==> config.mk <==
export PLATFORM = sky130hd
export DESIGN_NAME = jfif_stream_framer
export DESIGN_NICKNAME = d
export VERILOG_FILES = /design/src/rtl/jfif_stream_framer.sv
export SDC_FILE = /design/constraint.sdc
export NUM_CORES = 1
export LEC_CHECK = 0
export BUFFER_PORTS_ARGS = -buffer_cell sky130_fd_sc_hd__clkbuf_2
export CAP_MARGIN = 0
export CORE_ASPECT_RATIO = 0.5
export CORE_UTILIZATION = 49
export DETAILED_ROUTE_END_ITERATION = 7
export PLACE_DENSITY = 0.7
export SKIP_LAST_GASP = 1
export SLEW_MARGIN = 20
export SYNTH_ARGS = -nofsm -noshare
export SYNTH_HDL_FRONTEND = slang
export SYNTH_SLANG_ARGS = --single-unit
==> constraint.sdc <==
create_clock -name clock -period 2.59 [get_ports clock]
set_input_delay 0.518 -clock clock [delete_from_list [all_inputs] [get_ports clock]]
set_output_delay 0.518 -clock clock [all_outputs]
set_load 0.005 [all_outputs]
==> src/rtl/jfif_stream_framer.sv <==
// jfif_stream_framer
//   Wraps the entropy-coded byte stream from the jfpjc compressor into a complete JFIF frame.
//   Per frame it emits the fixed header from a header EBR, with the live quantisation table
//   spliced in. The buffered compressed bytes follow, then the EOI marker FF D9.
//   The output side uses ready/valid. The input side has no backpressure, and an elastic FIFO
//   absorbs the bytes that arrive while the header is still being sent.
// Ports
//   clock, reset            system clock, synchronous active-high reset
//   frame_start/frame_end   1-cycle frame delimiters from the compressor
//   in_valid, in_data       compressor byte strobe and data
//   hdr_raddr/ren/dout      header EBR read port (data valid 1 cycle after ren)
//   qt_raddr/ren/dout       quant-table EBR read port (data valid 1 cycle after ren)
//   out_valid/ready/data    output byte stream
//   out_sof, out_eof        qualify the first header byte and the final D9
//   busy                    frame in progress
//   overflow, frame_error   sticky error flags
//   frame_bytes, frame_done only with JFIF_STREAM_FRAMER_BYTE_COUNT_EN defined
// Optional feature macro: JFIF_STREAM_FRAMER_BYTE_COUNT_EN
module jfif_stream_framer #(
   parameter int unsigned HEADER_LEN = 328,
   parameter int unsigned QT_OFFSET  = 25,
   parameter int unsigned QT_LEN     = 64,
   parameter int unsigned FIFO_DEPTH = 16,
   parameter int unsigned HADDR_W    = 9
) (
   input  logic               clock,
   input  logic               reset,
   input  logic               frame_start,
   input  logic               frame_end,
   input  logic               in_valid,
   input  logic [7:0]         in_data,
   output logic [HADDR_W-1:0] hdr_raddr,
   output logic               hdr_ren,
   input  logic [7:0]         hdr_dout,
   output logic [5:0]         qt_raddr,
   output logic               qt_ren,
   input  logic [7:0]         qt_dout,
   output logic               out_valid,
   input  logic               out_ready,
   output logic [7:0]         out_data,
   output logic               out_sof,
   output logic               out_eof,
`ifdef JFIF_STREAM_FRAMER_BYTE_COUNT_EN
   output logic [23:0]        frame_bytes,
   output logic               frame_done,
`endif
   output logic               busy,
   output logic               overflow,
   output logic               frame_error
);
   localparam int unsigned PTR_W = $clog2(FIFO_DEPTH);
   localparam logic [HADDR_W-1:0] QT_LO    = HADDR_W'(QT_OFFSET);
   localparam logic [HADDR_W-1:0] QT_HI    = HADDR_W'(QT_OFFSET + QT_LEN);
   localparam logic [HADDR_W-1:0] HDR_LAST = HADDR_W'(HEADER_LEN - 1);
   localparam logic [PTR_W:0]     CNT_FULL = (PTR_W + 1)'(FIFO_DEPTH);

   typedef enum logic [2:0] {StIdle, StHdr, StBody, StEoiFf, StEoiD9} state_e;
   state_e state_q, state_d;

   logic [HADDR_W-1:0] idx_q, idx_d, rd_idx;
   logic               need_rd_q, need_rd_d, rd_pend_q, src_qt_q;
   logic               hvld_q, hvld_d, end_pend_q, end_pend_d;
   logic [7:0]         hbyte_q, hbyte_d;
   logic               rd_issue, rd_is_qt;

   logic [7:0]         mem_q [FIFO_DEPTH];
   logic [PTR_W-1:0]   wptr_q, rptr_q;
   logic [PTR_W:0]     cnt_q;
   logic               push_req, push, pop, full, empty;
   logic               overflow_q, frame_error_q;

   assign push_req = in_valid && (state_q != StIdle);
   assign empty    = (cnt_q == '0);
   assign full     = (cnt_q == CNT_FULL);
   assign pop      = (state_q == StBody) && !empty && out_ready;
   // A pop in the same cycle frees the slot, so push on full is still accepted.
   assign push     = push_req && (!full || pop);

   // Read index: first read of a frame uses idx_q, later reads prefetch the next byte on accept.
   assign rd_idx   = need_rd_q ? idx_q : idx_q + HADDR_W'(1);
   assign rd_is_qt = (rd_idx >= QT_LO) && (rd_idx < QT_HI);
   assign hdr_ren  = rd_issue && !rd_is_qt;
   assign qt_ren   = rd_issue && rd_is_qt;
   assign hdr_raddr = hdr_ren ? rd_idx : '0;
   assign qt_raddr  = qt_ren ? 6'(rd_idx - QT_LO) : '0;

   assign busy        = (state_q != StIdle);
   assign overflow    = overflow_q;
   assign frame_error = frame_error_q;

   always_comb begin
      state_d    = state_q;
      idx_d      = idx_q;
      need_rd_d  = 1'b0;
      hvld_d     = hvld_q;
      hbyte_d    = hbyte_q;
      end_pend_d = end_pend_q;
      rd_issue   = 1'b0;
      out_valid  = 1'b0;
      out_data   = 8'h00;
      out_sof    = 1'b0;
      out_eof    = 1'b0;
      if (state_q != StIdle && frame_end) end_pend_d = 1'b1;
      unique case (state_q)
         StIdle: begin
            if (frame_start) begin
               state_d    = StHdr;
               idx_d      = '0;
               need_rd_d  = 1'b1;
               hvld_d     = 1'b0;
               end_pend_d = 1'b0;
            end
         end
         StHdr: begin
            out_valid = hvld_q;
            out_data  = hbyte_q;
            out_sof   = hvld_q && (idx_q == '0);
            if (need_rd_q) rd_issue = 1'b1;
            if (rd_pend_q) begin
               hvld_d  = 1'b1;
               hbyte_d = src_qt_q ? qt_dout : hdr_dout;
            end
            if (hvld_q && out_ready) begin
               hvld_d = 1'b0;
               if (idx_q == HDR_LAST) begin
                  state_d = StBody;
               end else begin
                  idx_d    = idx_q + HADDR_W'(1);
                  rd_issue = 1'b1;
               end
            end
         end
         StBody: begin
            out_valid = !empty;
            out_data  = empty ? 8'h00 : mem_q[rptr_q];
            if (end_pend_q && empty && !push_req) state_d = StEoiFf;
         end
         StEoiFf: begin
            out_valid = 1'b1;
            out_data  = 8'hFF;
            if (out_ready) state_d = StEoiD9;
         end
         StEoiD9: begin
            out_valid = 1'b1;
            out_data  = 8'hD9;
            out_eof   = 1'b1;
            if (out_ready) begin
               state_d    = StIdle;
               end_pend_d = 1'b0;
            end
         end
         default: state_d = StIdle;
      endcase
   end

   always_ff @(posedge clock) begin
      if (reset) begin
         state_q       <= StIdle;
         idx_q         <= '0;
         need_rd_q     <= 1'b0;
         rd_pend_q     <= 1'b0;
         src_qt_q      <= 1'b0;
         hvld_q        <= 1'b0;
         hbyte_q       <= 8'h00;
         end_pend_q    <= 1'b0;
         wptr_q        <= '0;
         rptr_q        <= '0;
         cnt_q         <= '0;
         overflow_q    <= 1'b0;
         frame_error_q <= 1'b0;
      end else begin
         state_q    <= state_d;
         idx_q      <= idx_d;
         need_rd_q  <= need_rd_d;
         rd_pend_q  <= rd_issue;
         src_qt_q   <= rd_is_qt;
         hvld_q     <= hvld_d;
         hbyte_q    <= hbyte_d;
         end_pend_q <= end_pend_d;
         if (push) begin
            mem_q[wptr_q] <= in_data;
            wptr_q        <= wptr_q + PTR_W'(1);
         end
         if (pop) rptr_q <= rptr_q + PTR_W'(1);
         if (push && !pop) cnt_q <= cnt_q + (PTR_W + 1)'(1);
         else if (pop && !push) cnt_q <= cnt_q - (PTR_W + 1)'(1);
         if (push_req && !push) overflow_q <= 1'b1;
         if (frame_start && state_q != StIdle) frame_error_q <= 1'b1;
      end
   end

`ifdef JFIF_STREAM_FRAMER_BYTE_COUNT_EN
   // Registered so frame_done coincides with the final count on frame_bytes.
   always_ff @(posedge clock) begin
      if (reset) begin
         frame_bytes <= '0;
         frame_done  <= 1'b0;
      end else begin
         frame_done <= (state_q == StEoiD9) && out_ready;
         if (state_q == StIdle && frame_start) frame_bytes <= '0;
         else if (out_valid && out_ready) frame_bytes <= frame_bytes + 24'd1;
      end
   end
`endif
endmodule
==> results.txt, run 1 <==
status - finished with violations
failing checks - DRC, setup timing
die area - 16470 µm²
Max-Cap Viols - 0
share of layout cells above drive strength 1 - 42.19%
most common cell after layout, fill and taps aside - edfxtp_1
worst-margin pin slew - 0.6297 ns
DRC Markers - 2
H-tree levels - 4
Layout Utilization - 65.27%
CP Max Fanout - 8
diodes inserted - 0
P_sw - 2.108 mW
top post-synthesis cells by area - edfxtp_1, dfxtp_1, mux4_2
required time of the critical path - 2.07 ns
YS warnings - 0
Arr. time, crit path - 2.64 ns
drt wl/cell - 20.43 µm
Worst Setup Start Kind - flip-flop
Final Hold Vio Count - 0
Worst-Skew Late Latency - 0.43 ns
total nets after synthesis - 610
max-slew violation count - 0
Ports - 61
Cells after Synth - 566
Yosys reg bits - 172
Non-Filler Instances - 927
clock sinks - 172
maximum clock frequency - 0.3165 GHz
final setup vio count - 25
library cells used by synthesis - 60
Fin Hold WS - 0.3484 ns
vias per inst - 5.821
placed inst area - 8974 µm²
Sw Ratio - 28.99%
Clock Tree Buf Depth - 2
hpwl dp - 11680 µm
Die X - 180.5 µm
combinational fraction of design power - 22.2%
vias in the first global route - 5279
commonest cells after routing, fill and taps aside - edfxtp_1, buf_4, clkbuf_2, nor2_1, mux4_2
Root Buffer - clkbuf_16
Most used DFF post-synth - edfxtp_1
Setup CP Type - reg2out
# hold bufs at CTS - 0
area fraction of the dominant cell type after synthesis - 49.25%
Internal - 5.163 mW
# placed instances - 868
Clock transition at path regs - 0.07 ns
standard-cell row count - 32
final worst setup slack - -0.5698 ns
PortBufs - 60
GRT Overall Usage - 24.32%
placeable core area - 15490 µm²
final standard cell area without fillers - 10110 µm²
global-route wire length before repair - 29770 µm
fraction of registers with async set/reset - 0%
total CTS buffers - 17
CTS tree - yes
Post-synth EDFFs - 128
Post-Syn Area - 7804 µm²
1st-iter DRT viols - 457
largest area contributor in the netlist - edfxtp_1
sequential fraction of the synthesis area - 60.54%
Max-slew headroom - 58.02%
clock skew - 0.01574 ns
antenna violations before repair - 1
Die Y - 91.24 µm
worst ir drop on vdd - 0.6050 mV
syn avg cell area - 13.79 µm²
routability congestion estimate - 0.8024
Initial Util - 50.36%
Area growth syn-to-layout - 29.60%
Final Power - 7.271 mW
Final ANT Viol Nets - 0
NumNets Final - 754
CP Capture Type - primary output
DRT Pass-1 Iters - 7
HP Class - in2reg
final wirelength - 18940 µm
Clk network pwr share - 34.4%
P per Cell Area - 718.9 nW/µm²
gr ovfl total - 0
crit path time final - 3.160 ns
DP Worst Slack - -0.2448 ns
sequential share of power - 43.4%
final setup TNS - -9.918 ns
largest net degree at the start of global routing - 41
DR vias - 5396
Final period util - 122.0%
Leakage - 3.487 nW
RSZ-0062 raised after global routing - yes
-- state kept, by name, indices dropped and copies added (netlist names), named ones only --
name,cells
rd_pend_q,1
hbyte_q,8
mem_q,128
idx_q,9
need_rd_q,1
src_qt_q,1
end_pend_q,1
state_q,3
hvld_q,1
cnt_q,5
rptr_q,4
frame_error,1
overflow,1
wptr_q,4
-- power by group through the flow --
stage               clock, mW  combinational [mW]  sequential, mW
global route             2.65                1.75            3.16
global placement            0                1.25            3.17
CTS                      2.52                1.41            3.13
finish                   2.50                1.61            3.16
floorplan                   0               0.778            3.16
detailed placement          0                1.27            3.18
-- worst max-delay path, stage by stage (launching register included) --
cell and delay (ns):
dfxtp_2 0.35, inv_2 0.05, ha_4 0.25, mux2i_4 0.18, ha_4 0.19, a31oi_2 0.12
o22ai_2 0.21, o221ai_2 0.15, mux2_4 0.37, nor4_4 0.20, buf_2 0.14
-- cell usage after synthesis, types with 2 or more instances --
master / n
a211oi_1: 16
a21o_1: 2
a21oi_1: 29
a22oi_1: 6
a311oi_1: 6
a31oi_1: 7
and2_1: 3
and3_1: 4
and4_1: 3
buf_1: 4
buf_2: 11
clkbuf_1: 23
dfxtp_1: 44
edfxtp_1: 128
ha_1: 13
inv_1: 12
mux2i_1: 14
mux4_2: 37
nand2_1: 26
nand2b_1: 8
nand3_1: 9
nand3b_1: 3
nand4_1: 3
nand4b_1: 2
nor2_1: 51
nor2b_1: 7
nor3_1: 5
nor3b_1: 4
nor4_1: 12
nor4_2: 2
nor4b_1: 2
o211ai_1: 6
o21a_1: 3
o21ai_0: 13
o21ai_1: 2
or2_2: 2
or3_1: 3
xnor2_1: 13
xor2_1: 7
-- logic make-up (layout without fill, tap and decap cells) --
logic type / after synthesis / in the layout / share of synthesized area [%]
xor+xnor: 21 / 21 / 2.453
buf+inv: 52 / 209 / 2.725
simple gates: 152 / 152 / 10.12
mux: 53 / 53 / 12.81
flops: 172 / 172 / 60.54
fa+ha+maj: 14 / 14 / 2.341
compound gates: 102 / 102 / 9.011
-- layer usage --
metal / track usage [%] / part of all wire [%]
met4: 8.048 / 2.0
met3: 5.816 / 4.8
met2: 39.18 / 48
met5: 0 / 0.069
met1: 32.64 / 45
-- final timing paths --
| path | from | end | slack [ns] | cells after the start |
|---|---|---|---|---|
| worst max-delay path | idx_q[0] | qt_raddr[2] | -0.57 | 10 |
| worst min-delay path | frame_end | end_pend_q | 0.35 | 3 |
| worst max register to register | state_q[2] | cnt_q[4] | 0.05 | 11 |
| worst min register to register | frame_error | frame_error | 0.47 | 2 |
-- repair_timing --
item | 4_1_cts | 5_1_grt
endpoints found under the hold margin | 0 | 0
endpoints found under the setup margin | 26 | 27
resized for setup | 42 | 36
pin swaps | 24 | 21
cloned | 4 | 0
setup buffers | 13 | 14
-- area by class of cell --
type,count,area [µm²]
clock buffers,18,429.2
well taps,204,255.2
inverters,13,53.80
flip-flops and latches,172,4747
multi-input cells,342,3216
clock inverters,14,162.7
fillers,1095,5381
repair buffers,164,1250
Power figures use the tool's default switching activity.
==> inputs of run 2 (changes only) <==
--- a/config.mk
+++ b/config.mk
@@ -5,11 +5,13 @@
 export SDC_FILE = /design/constraint.sdc
 export NUM_CORES = 1
 export LEC_CHECK = 0
+export ABC_CLOCK_PERIOD_IN_PS = 2590
 export BUFFER_PORTS_ARGS = -buffer_cell sky130_fd_sc_hd__clkbuf_2
 export CAP_MARGIN = 0
 export CORE_ASPECT_RATIO = 0.5
 export CORE_UTILIZATION = 49
 export DETAILED_ROUTE_END_ITERATION = 7
+export GPL_TIMING_DRIVEN = 0
 export PLACE_DENSITY = 0.7
 export SKIP_LAST_GASP = 1
 export SLEW_MARGIN = 20
==> results.txt, run 2 (synthesized netlist as in run 1, its figures left out) <==
status - finished with violations
failing checks - DRC, setup timing
# hold bufs at CTS - 0
clock sinks - 172
Die X - 180.5 µm
Setup CP Type - reg2out
P per Cell Area - 706.5 nW/µm²
total CTS buffers - 17
drt wl/cell - 21.18 µm
biggest registers after layout - mem_q: 128 flops, idx_q: 9 flops, hbyte_q: 8 flops
diodes inserted - 0
Final period util - 125.9%
hpwl dp - 11760 µm
P_sw - 2.108 mW
CP Max Fanout - 8
Final Hold Vio Count - 0
share of layout cells above drive strength 1 - 40.60%
clock skew - 0.01385 ns
Root Buffer - clkbuf_16
most common cell after layout, fill and taps aside - edfxtp_1
CTS tree - yes
Ports - 61
routability congestion estimate - 0.8426
GRT Overall Usage - 24.01%
gr ovfl total - 0
final setup vio count - 25
Die Y - 91.24 µm
final wirelength - 19080 µm
Final Power - 7.041 mW
# placed instances - 833
combinational fraction of design power - 19.7%
1st-iter DRT viols - 621
commonest cells after routing, fill and taps aside - edfxtp_1, clkbuf_2, dfxtp_1, mux4_2, nor2_1
area of the multi-input gates - 3332 µm²
largest net degree at the start of global routing - 20
Non-Filler Instances - 901
placed inst area - 8549 µm²
Layout Utilization - 64.32%
Sw Ratio - 29.93%
required time of the critical path - 2.07 ns
placeable core area - 15490 µm²
Leakage - 3.320 nW
Clk network pwr share - 35.8%
largest register by flop count - mem_q
Largest register FFs - 128
Clock Tree Buf Depth - 2
HP Class - in2reg
Initial Util - 50.36%
DR vias - 5472
H-tree levels - 4
final standard cell area without fillers - 9966 µm²
Internal - 4.934 mW
DRC Markers - 2
FILL cells - 1089
CP Capture Type - primary output
maximum clock frequency - 0.3066 GHz
max-slew violation count - 0
sequential share of power - 44.5%
worst ir drop on vdd - 0.5474 mV
global-route wire length before repair - 29670 µm
worst-margin pin slew - 0.7863 ns
register area - 4737 µm²
vias in the first global route - 5381
standard-cell row count - 32
vias per inst - 6.073
final worst setup slack - -0.6716 ns
Worst-Skew Late Latency - 0.43 ns
Max-Cap Viols - 0
Arr. time, crit path - 2.74 ns
antenna violations before repair - 0
PortBufs - 59
Max-slew headroom - 47.15%
Area growth syn-to-layout - 27.71%
RSZ-0062 raised after global routing - yes
crit path time final - 3.262 ns
DRT Pass-1 Iters - 7
Final ANT Viol Nets - 0
Worst Setup Start Kind - flip-flop
DP Worst Slack - -0.4377 ns
Clock transition at path regs - 0.07 ns
die area - 16470 µm²
NumNets Final - 728
[run 2: cell count changes in the layout (fill, tap and decap cells not counted), moves of 3 or more]
cell | before | now
nor2_1 | 50 | 37
a21oi_1 | 23 | 16
clkbuf_1 | 1 | 16
inv_8 | 7 | 4
nor4_1 | 6 | 2
buf_4 | 91 | 34
buf_2 | 6 | 14
a21oi_2 | 5 | 12
nor2_2 | 1 | 13
buf_6 | 3 | 9
dfxtp_1 | 34 | 38
[run 2: power groups by stage]
stage               sequential [mW]  clock, mW  combinational, mW
floorplan                      3.16          0              0.778
global placement               3.17          0               1.05
detailed placement             3.18          0               1.09
CTS                            3.13       2.53               1.31
global route                   3.15       2.65               1.51
finish                         3.14       2.52               1.39
[run 2: what timing repair did]
| item | CTS | global route |
|---|---|---|
| resized for setup | 95 | 35 |
| hold endpoints to repair | 0 | 0 |
| buffers inserted | 33 | 8 |
| pin swaps | 33 | 23 |
| cloned | 4 | 0 |
| endpoints found under the setup margin | 61 | 123 |
[run 2: layout make-up]
type	instances	share of cell area [%]
plain buffers	33	2.122
clock buffers	17	4.269
clock inverters	15	1.733
inverters	13	0.5650
multi-input cells	342	33.43
flip-flops and latches	172	47.53
well taps	204	2.561
repair buffers	105	7.784
[run 2: routing by layer]
metal,track usage [%],share of wire (%),up-vias
li1,-,-,2433
met1,31.97,43,2782
met2,40.63,50,224
met3,4.894,5.9,33
met4,5.840,1.5,0
met5,0,0,-
[run 2: worst max-delay path, cell delays in order, from the launching register on]
cell,delay (ns)
dfxtp_2,0.34
buf_6,0.11
inv_4,0.04
ha_4,0.25
mux2i_4,0.17
ha_2,0.23
inv_1,0.06
o41ai_2,0.23
o221ai_2,0.17
mux2_4,0.37
nor4_4,0.21
clkbuf_2,0.15
[run 2: path summary, 6_finish.rpt]
kind                from          end  slack, ns  depth (start not counted)
min reg2reg  frame_error  frame_error       0.48                          2
max             idx_q[0]  qt_raddr[2]      -0.67                         11
min            frame_end   end_pend_q       0.34                          3
max reg2reg   state_q[2]     cnt_q[4]      -0.04                         12
[run 2: through the flow]
| stage | hold slack (ns) | TNS [ns] |
|---|---|---|
| after floorplan | 0.4443 | -0.02842 |
| after global routing | 0.3554 | -14.63 |
| after CTS | 0.3196 | -11.78 |
| after detailed placement | 0.4614 | -20.71 |
| final | 0.3360 | -12.25 |
| after global placement | 0.4514 | -43.78 |
==> inputs of run 3 (changes only) <==
--- a/config.mk
+++ b/config.mk
@@ -5,6 +5,7 @@
 export SDC_FILE = /design/constraint.sdc
 export NUM_CORES = 1
 export LEC_CHECK = 0
+export ABC_AREA = 1
 export ABC_CLOCK_PERIOD_IN_PS = 2590
 export BUFFER_PORTS_ARGS = -buffer_cell sky130_fd_sc_hd__clkbuf_2
 export CAP_MARGIN = 0
==> results.txt, run 3 <==
Root Buffer - clkbuf_16
share of layout cells above drive strength 1 - 28.98%
Final Hold Vio Count - 0
most common cell after layout, fill and taps aside - nand2_1
Most used DFF post-synth - edfxtp_1
CP Max Fanout - 4
failing checks - DRC, setup timing
placeable core area - 15620 µm²
Clk network pwr share - 31.9%
Fin Hold WS - 0.3999 ns
Sw Ratio - 32.83%
total nets after synthesis - 852
CTS tree - yes
largest net degree at the start of global routing - 18
DR vias - 6339
Die X - 181.9 µm
Worst-Skew Late Latency - 0.43 ns
biggest registers after layout - mem_q: 128 flops, idx_q: 9 flops, hbyte_q: 8 flops
NumNets Final - 950
largest register by flop count - mem_q
DRT Pass-1 Iters - 8
antenna violations before repair - 0
Commonest cells post-synth - nand2_1, edfxtp_1, nand3_1
PortBufs - 60
status - finished with violations
DRC Markers - 28
final wirelength - 20270 µm
Final period util - 112.3%
worst-margin pin slew - 0.9235 ns
P_sw - 2.590 mW
HP Class - in2reg
fraction of registers with async set/reset - 0%
1st-iter DRT viols - 607
Post-Syn Area - 7926 µm²
hpwl dp - 13420 µm
sequential fraction of the synthesis area - 59.61%
sequential share of power - 40.9%
FILL cells - 1249
clock sinks - 172
DP Worst Slack - -0.2795 ns
YS warnings - 0
Internal - 5.299 mW
Clock Tree Buf Depth - 2
Max-Cap Viols - 0
Worst Setup Start Kind - flip-flop
final worst setup slack - -0.3175 ns
maximum clock frequency - 0.3439 GHz
Largest register FFs - 128
CP Capture Type - primary output
worst ir drop on vdd - 0.5228 mV
Ports - 61
Clock transition at path regs - 0.07 ns
global-route wire length before repair - 30870 µm
Post-synth EDFFs - 128
Setup CP Type - reg2out
Die Y - 91.94 µm
area fraction of the dominant cell type after synthesis - 48.49%
drt wl/cell - 18.07 µm
vias per inst - 5.650
library cells used by synthesis - 43
total CTS buffers - 17
Leakage - 3.682 nW
most common cell in the netlist - nand2_1
Final ANT Viol Nets - 0
Initial Util - 50.76%
die area - 16720 µm²
GRT Overall Usage - 24.55%
H-tree levels - 4
Cells after Synth - 808
P per Cell Area - 813.4 nW/µm²
routability congestion estimate - 0.9353
max-slew violation count - 0
top post-synthesis cells by area - edfxtp_1, dfxtp_1, nand2_1
clock skew - 0.01132 ns
largest area contributor in the netlist - edfxtp_1
final setup vio count - 17
RSZ-0062 raised after global routing - yes
required time of the critical path - 2.07 ns
diodes inserted - 0
standard-cell row count - 32
commonest cells after routing, fill and taps aside - nand2_1, edfxtp_1, nand3_1, clkbuf_2, a21oi_1
Arr. time, crit path - 2.39 ns
Area growth syn-to-layout - 22.37%
vias in the first global route - 6018
crit path time final - 2.907 ns
syn avg cell area - 9.810 µm²
combinational fraction of design power - 27.3%
gr ovfl total - 0
Yosys reg bits - 172
Max-slew headroom - 38.10%
-- run 3: cell types whose count changed after synthesis, moves of 34 or more --
cell,previous run,this run
a21oi_1,29,63
inv_1,12,64
mux4_2,37,0
nand2_1,26,165
nand3_1,9,72
o21ai_0,13,48
-- run 3: cell type report --
type	count	area (µm²)	share of cell area, %
tap	204	255.2	2.632
multi-input combinational	536	3178	32.77
clock inverter	14	152.6	1.574
sequential	172	4747	48.94
inverter	67	259.0	2.670
buffer	32	231.5	2.386
timing repair buffer	80	450.4	4.644
clock buffer	17	425.4	4.386
-- run 3: stage by stage --
step	cell area (µm²)	setup TNS (ns)	std cells	util (%)	total power, mW
after floorplan	7936	0	808	-	4.492
after global placement	8492	-21.63	1072	54.38	4.942
after detailed placement	8574	-3.895	1075	54.91	5.002
after CTS	9424	-4.633	1116	60.35	7.665
after global routing	9699	-6.519	1122	62.12	8.239
final	9699	-4.775	1122	62.12	7.889
-- run 3: final timing paths --
kind | startpoint | endpoint | slack (ns) | cells after the start
setup / recovery | idx_q[0] | qt_raddr[4] | -0.32 | 12
setup reg to reg | state_q[2] | mem_q[6][2] | 0.15 | 9
hold / removal | frame_start | need_rd_q | 0.40 | 3
hold reg to reg | hbyte_q[2] | hbyte_q[2] | 0.47 | 2
-- run 3: worst max-delay path: stages (launching register included) --
cell	delay (ns)
dfxtp_4	0.39
inv_4	0.05
ha_4	0.25
inv_2	0.04
o21ai_4	0.14
inv_2	0.06
buf_4	0.13
buf_4	0.13
ha_1	0.22
a21oi_2	0.15
xor2_1	0.22
nor2_2	0.07
clkbuf_2	0.11
-- run 3: per-layer routing --
layer	track usage [%]	up-vias	share of wire (%)
met2	40.32	278	47
met3	4.408	44	8.1
met1	32.32	3029	42
met4	10.43	0	2.6
met5	0	-	0
li1	-	2988	-
-- run 3: kinds of logic (layout without fill, tap and decap cells) --
family	after synthesis	after routing	synth area share, %
fa+ha+maj	14	14	2.305
compound gates	139	140	9.755
xor+xnor	11	11	1.215
buf+inv	101	210	5.020
flops	172	172	59.61
simple gates	363	363	20.96
mux	8	8	1.137
-- run 3: power by group through the flow --
stage	Sequential, mW	Clock, mW	Combinational, mW
6_report	3.22	2.51	2.15
5_1_grt	3.24	2.63	2.37
4_1_cts	3.21	2.51	1.94
3_5_place_dp	3.26	0	1.74
3_3_place_gp	3.26	0	1.69
2_1_floorplan	3.24	0	1.26
-- run 3: repair_timing --
item | CTS | global route
hold buffers | 0 | 0
gates cloned | 0 | 1
gates resized for setup | 71 | 76
buffers inserted | 12 | 5
setup endpoints to repair | 35 | 28
pin swaps | 15 | 26
